[src/rtl/cpu_bus_bridge.sv]
// CPU bus slave bridge: decodes one four-phase request per strobe and routes it to a
// byte-wide synchronous RAM, a byte-wide I/O page, or an error response.
module cpu_bus_bridge #(
  parameter int unsigned ADDR_W     = 32,
  parameter int unsigned DATA_W     = 32,
  parameter logic [7:0]  IO_PAGE    = 8'hFF,
  parameter int unsigned MEM_WAIT   = 1,
  parameter int unsigned IO_TIMEOUT = 16
) (
  input  logic              i_clk,
  input  logic              i_rst,
  input  logic              i_bus_clk,
  input  logic              i_bus_we,
  input  logic [ADDR_W-1:0] i_bus_addr,
  input  logic [DATA_W-1:0] i_bus_data,
  output logic [DATA_W-1:0] o_bus_data,
  output logic              o_bus_data_ready,
  output logic              o_bus_err,
  output logic              o_mem_en,
  output logic              o_mem_we,
  output logic [15:0]       o_mem_addr,
  output logic [7:0]        o_mem_wdata,
  input  logic [7:0]        i_mem_rdata,
  output logic              o_io_sel,
  output logic              o_io_we,
  output logic [7:0]        o_io_addr,
  output logic [7:0]        o_io_wdata,
  input  logic [7:0]        i_io_rdata,
  input  logic              i_io_ready
);

  localparam int unsigned CntW = (MEM_WAIT > 1) ? $clog2(MEM_WAIT) : 1;
  localparam int unsigned ToW  = (IO_TIMEOUT > 1) ? $clog2(IO_TIMEOUT) : 1;

  typedef enum logic [2:0] {StIdle, StMemEn, StMemWt, StIo, StResp} state_e;

  state_e            state_q, state_d;
  logic [15:0]       addr_q, addr_d;
  logic              we_q, we_d;
  logic [7:0]        wdata_q, wdata_d;
  logic [CntW-1:0]   cnt_q, cnt_d;
  logic [ToW-1:0]    to_q, to_d;
  logic [DATA_W-1:0] rdata_q, rdata_d;
  logic              err_q, err_d;

  // Only the low byte of write data is ever forwarded.
  logic unused_data_bits;
  assign unused_data_bits = ^i_bus_data[DATA_W-1:8];

  always_comb begin
    state_d = state_q;
    addr_d  = addr_q;
    we_d    = we_q;
    wdata_d = wdata_q;
    cnt_d   = cnt_q;
    to_d    = to_q;
    rdata_d = rdata_q;
    err_d   = err_q;
    unique case (state_q)
      StIdle: begin
        if (i_bus_clk) begin
          addr_d  = i_bus_addr[15:0];
          we_d    = i_bus_we;
          wdata_d = i_bus_data[7:0];
          if (i_bus_addr[ADDR_W-1:16] != '0) begin
            state_d = StResp;
            err_d   = 1'b1;
            if (!i_bus_we) rdata_d = '0;
          end else if (i_bus_addr[15:8] == IO_PAGE) begin
            state_d = StIo;
            to_d    = '0;
          end else begin
            state_d = StMemEn;
          end
        end
      end
      StMemEn: begin
        state_d = StMemWt;
        cnt_d   = CntW'(MEM_WAIT - 1);
      end
      StMemWt: begin
        if (cnt_q == '0) begin
          state_d = StResp;
          err_d   = 1'b0;
          if (!we_q) rdata_d = DATA_W'(i_mem_rdata);
        end else begin
          cnt_d = cnt_q - CntW'(1);
        end
      end
      StIo: begin
        // A ready in the final timeout cycle still wins over the timeout.
        if (i_io_ready) begin
          state_d = StResp;
          err_d   = 1'b0;
          if (!we_q) rdata_d = DATA_W'(i_io_rdata);
        end else if (to_q == ToW'(IO_TIMEOUT - 1)) begin
          state_d = StResp;
          err_d   = 1'b1;
          if (!we_q) rdata_d = DATA_W'(8'hFF);
        end else begin
          to_d = to_q + ToW'(1);
        end
      end
      StResp: begin
        if (!i_bus_clk) begin
          state_d = StIdle;
          err_d   = 1'b0;
        end
      end
      default: state_d = StIdle;
    endcase
  end

  always_ff @(posedge i_clk) begin
    if (i_rst) begin
      state_q <= StIdle;
      addr_q  <= '0;
      we_q    <= 1'b0;
      wdata_q <= '0;
      cnt_q   <= '0;
      to_q    <= '0;
      rdata_q <= '0;
      err_q   <= 1'b0;
    end else begin
      state_q <= state_d;
      addr_q  <= addr_d;
      we_q    <= we_d;
      wdata_q <= wdata_d;
      cnt_q   <= cnt_d;
      to_q    <= to_d;
      rdata_q <= rdata_d;
      err_q   <= err_d;
    end
  end

  assign o_bus_data       = rdata_q;
  assign o_bus_data_ready = (state_q == StResp);
  assign o_bus_err        = err_q;
  assign o_mem_en         = (state_q == StMemEn);
  assign o_mem_we         = o_mem_en & we_q;
  assign o_mem_addr       = addr_q;
  assign o_mem_wdata      = wdata_q;
  assign o_io_sel         = (state_q == StIo);
  assign o_io_we          = o_io_sel & we_q;
  assign o_io_addr        = addr_q[7:0];
  assign o_io_wdata       = wdata_q;

endmodule

[config.mk]
export PLATFORM = sky130hd
export DESIGN_NAME = cpu_bus_bridge
export DESIGN_NICKNAME = d
export VERILOG_FILES = /design/src/rtl/cpu_bus_bridge.sv
export SDC_FILE = /design/constraint.sdc
export NUM_CORES = 1
export LEC_CHECK = 0
export BUFFER_PORTS_ARGS = -buffer_cell sky130_fd_sc_hd__buf_4
export CORE_MARGIN = 2
export CORE_UTILIZATION = 43
export CTS_BUF_LIST = sky130_fd_sc_hd__clkbuf_16
export DETAILED_ROUTE_END_ITERATION = 7
export HOLD_SLACK_MARGIN = 0.12
export PLACE_DENSITY = 0.85
export SLEW_MARGIN = 15
export SYNTH_ARGS = -nofsm -noshare
export SYNTH_HDL_FRONTEND = slang
export SYNTH_SLANG_ARGS = --single-unit
[constraint.sdc]
create_clock -name i_clk -period 3 [get_ports i_clk]
set_clock_uncertainty 0.15 [all_clocks]
set_input_delay 0.3 -clock i_clk [delete_from_list [all_inputs] [get_ports i_clk]]
set_output_delay 0.3 -clock i_clk [all_outputs]
set_load 0.05 [all_outputs]
; Yosys cells after proc, flatten, opt, wreduce, memory -nomap -nowiden
; Index checks and enable logic that the tools add are counted.
; Widths: inputs -> output; s select.
[classes]
addsub = 2
n_eq_ne = 18
reduce_logical = 11
muxes = 33
bitwise = 2
[op_table]
columns = op, n
row1 = $mux 32, 9
row2 = $pmux 32 s3, 1
row3 = $ne 2x2->1 const B, 11
row4 = $mux 4, 5
row5 = $mux 3, 6
row6 = $reduce_bool 16->1, 1
row7 = $pmux 3 s5, 1
row8 = $reduce_and 6->1, 2
row9 = $eq 8x8->1 const B, 1
row10 = $pmux 4 s2, 1
row11 = $reduce_and 8->1, 1
row12 = $mux 1, 7
row13 = $eq 3x2->1 const B, 2
row14 = $add 4x1->4 const B, 1
row15 = $eq 4x4->1 const B, 1
row16 = $pmux 1 s4, 1
row17 = $reduce_and 4->1, 1
row18 = $reduce_bool 2->1, 2
row19 = $reduce_bool 4->1, 1
row20 = $eq 3x1->1 const B, 1
row21 = $eq 3x3->1 const B, 1
row22 = $logic_not 3->1, 1
row23 = $ne 3x1->1 const B, 1
row24 = $reduce_bool 3->1, 1
row25 = other kinds (5), 6
[word_totals]
output_inout_bits = 78
regBits = 66
wordCells = 74
inputBits = 85

; Depth between registers and ports, before layout
[depth]
depth_word = 5
depth_mapped = 7
mapped_depth_nobuf = 5

; Worst setup path after synthesis
; OpenSTA, ideal clock, no wires.
[synth_timing]
kind = flip-flop to output port
from = reg state_q[2]
to = out o_mem_we
t_arrival_ps = 2306
n_path_buf = 1
path_stages_with_launch = 4
setup_slack_ps = 244
cell_sequence = dfxtp_1 buf_2 nor3b_1 and2_1
[synth_via]
elab_chain_cells = 2
[synth_lines]
columns = item, line
row1 = "start, declared", 37  ; state_e state_q, state_d;
row2 = "start signal, assigned", 116  ; state_q <= StIdle;
row3 = "start signal, assigned", 125  ; state_q <= state_d;
row4 = $eq 3x1->1, 139  ; assign o_mem_en = (state_q == StMemEn);
row5 = via o_mem_en, 19  ; output logic o_mem_en,
row6 = $and 1x1->1, 140  ; assign o_mem_we = o_mem_en & we_q;
row7 = "end, declared", 20  ; output logic o_mem_we,
; The timed path passes the listed nets, and every way through them passes these cells.

; Worst setup path in the final report
[layout_timing]
from = reg state_q[0]
to = out o_mem_we
[layout_via]
elab_chain_cells = 2
[layout_lines]
columns = item, line
row1 = $eq 3x1->1, 139
row2 = $and 1x1->1, 140
; Every way passes these cells.

==> flow_summary.json <==
{
  "nFillCells": 426,
  "period_minus_slack_ns": 2.35,
  "dr.first_iter.drc_count": 61,
  "crit_fanout": 21,
  "num_vias": 2081,
  "dpl.hpwl_um": 3860,
  "worst_pin_slew_ns": 0.871,
  "clock_path_buffers": 2,
  "drc": 0,
  "final-setup-viol-count": 0,
  "antenna_left": 0,
  "p_leak_nw": 1.44,
  "grt_pass1_wl_um": 7940,
  "globalplace.congestion": 0.788,
  "outcome": "finished, final reports clean",
  "slew_viol_final": 0,
  "async_reset_ff_share_pct": 0,
  "synth_edf_count": 0,
  "synth_top_area_share_pct": 37.5,
  "die_w_um": 75.3,
  "critPathSlowestCell": "dfxtp_1",
  "finalCritPeriodShare_pct": 78.3,
  "wl_per_cell_um": 12.5,
  "portBuffers": 114,
  "worstRegToRegCells": 4,
  "clk_latency_ns": 0.28,
  "start_kind": "flop",
  "grt_max_degree": 45,
  "regArea_um2": 821,
  "worstSetupEndpoint": "o_mem_we",
  "tns_ns": 0,
  "critical_path_arrival_ns": 1.90,
  "fin_util_pct": 65.0,
  "cp_top_family": "flip-flops",
  "cp_num_cells": 3,
  "rsz0062_at_grt": "no",
  "area_growth_pct": 43.0,
  "nNetsFinal": 450,
  "drv_cap": 0,
  "synth_simple_gate_area_share_pct": 23.3,
  "num_antenna_cells": 0,
  "syn_inst": 263,
  "path_cells": "nor3b_1 -> and2_1 -> buf_4",
  "crit_path_end_kind": "output port",
  "synth.avg_cell_area_um2": 8.32,
  "synth_area_um2": 2190,
  "h-tree-depth": 2,
  "yosys-top-cells-area": "dfxtp_1 (38%), buf_4 (14%), nand2_1 (8.9%)",
  "yosysWarnings": 0,
  "hp-start": "i_bus_addr[8]",
  "cts_tree": "yes",
  "drive_above_1_share_pct": 35.6,
  "clkTransAtPathRegs_ns": 0.06,
  "synth_compound_area_share_pct": 16.1,
  "core_area_um2": 4820,
  "synth-adder-area-share_pct": 0.572,
  "synth_seq_cells": 41,
  "hp-class": "input pin to flop",
  "cts_resized": 0,
  "synth_flop_cell": "dfxtp_1",
  "initial_utilization_pct": 45.4,
  "synthMuxAreaShare_pct": 4.57,
  "clock-root-buffer": "clkbuf_16",
  "vdd_drop_max_v": 0.000413,
  "synth.most_common_cell": "nand2_1",
  "cts_buffers": 5,
  "path_class": "flop to output port",
  "synth-xor-area-share_pct": 0.400,
  "timing.slew.headroom_pct": 42.0,
  "cts.sinks": 41,
  "r2r_end": "o_mem_addr[4]",
  "worstPathRequired_ns": 2.55,
  "ys_seq_area_share_pct": 37.5,
  "wirelength_um": 5380,
  "max_freq_ghz": 0.425,
  "multi_input_area_um2": 1070,
  "dieArea_um2": 5680,
  "synth_top_family_by_area": "simple AND/OR/NAND/NOR gates",
  "synth_top_area_cell": "dfxtp_1",
  "synthTopCellsByCount": "nand2_1 (52), dfxtp_1 (41), buf_4 (40), a21oi_1 (28), nand2b_1 (14)",
  "num_rows": 25,
  "grt_pass1_vias": 1839,
  "reg2reg_from": "state_q[0]",
  "reg2reg_slack_ns": 0.86,
  "first_pass_iters": 4,
  "antenna_found_initial": 0,
  "num_io_pins": 163,
  "die_height_um": 75.3,
  "grt_use_total_pct": 18.3,
  "yosysUniqueCellTypes": 44,
  "via_per_inst": 4.82,
  "final_hold_viol_count": 0,
  "cpPeakStageDelay_ns": 0.75,
  "grt_overflow": 0,
  "critPathBufInv": 1,
  "startpoint": "state_q[0]",
  "cellPowerDensity_nw_per_um2": 504
}
[cell type report]
cell class              instances  share of cell area [%]
clock buffers                   5                    4.00
flip-flops and latches         41                    26.2
clock inverters                 3                    1.20
well taps                      67                    2.68
inverters                       1                   0.120
repair buffers                127                    31.4
multi-input cells             188                    34.3
[through the flow]
step | total power, mW | cell area, um^2 | setup slack (ns) | std cells | hold slack [ns]
floorplan | 0.906 | 2270 | 0.244 | 286 | 0.286
global placement | 0.990 | 2850 | 0.907 | 412 | 0.292
detailed placement | 0.995 | 2850 | 0.857 | 412 | 0.297
CTS | 1.60 | 3130 | 0.631 | 432 | 0.120
global route | 1.64 | 3130 | 0.556 | 432 | 0.132
finish | 1.58 | 3130 | 0.650 | 432 | 0.126
[worst min path at each step]
stage | depth (start not counted) | endpoint
after global placement | 2 | o_mem_addr[12]
after detailed placement | 2 | o_mem_addr[10]
after floorplan | 2 | we_q
final | 3 | o_mem_addr[8]
after global routing | 3 | o_mem_addr[12]
after CTS | 3 | o_mem_addr[8]
[placed cells by master, fill, tap and decap left out, types with 2 or more instances in the layout]
cell type,instances
nand3b_1,2
nand4_1,3
inv_1,2
nand3_1,2
nor2_1,4
nand2b_1,14
dfxtp_1,41
buf_4,115
o221ai_1,8
conb_1,24
dlygate4sd3_1,12
nor2b_1,2
nand2_1,52
mux2i_1,10
a211oi_1,3
clkbuf_16,5
nor4_1,6
and2_1,5
nor3_1,2
a21oi_1,28
[state kept, by name (all words and copies together), names as in the netlist]
name / count
o_bus_err: 1
o_mem_addr: 16
o_io_wdata: 8
we_q: 1
state_q: 3
o_bus_data: 8
to_q: 4
[worst min-delay path: stages]
cell and delay [ns]:
buf_4 0.11, nand2_1 0.05, a21oi_1 0.05
[per-layer routing]
metal / wire, um / track usage, %
met5: 0 / 0
met4: 66 / 6.43
met3: 511 / 4.89
met2: 2620 / 32.7
met1: 2180 / 20.9
[repair_timing]
action | 4_1_cts | 5_1_grt
hold buffers | 12 | 0
endpoints found under the hold margin | 12 | 0
setup buffers | 0 | 0
[power by group]
part	switching, mW	leakage (nW)	internal, mW
clock	0.197	0.0826	0.386
combinational	0.272	1.02	0.137
sequential	0.0183	0.335	0.568
[cell families after synthesis]
kind of cell	count (synthesis)
AO/OA/AOI/OAI	51
XOR/XNOR	1
adder cells (fa/ha/maj)	1
buffers and inverters	57
flip-flops	41
multiplexers	10
other	1
AND/OR/NAND/NOR	101
Power figures use the tool's default switching activity.
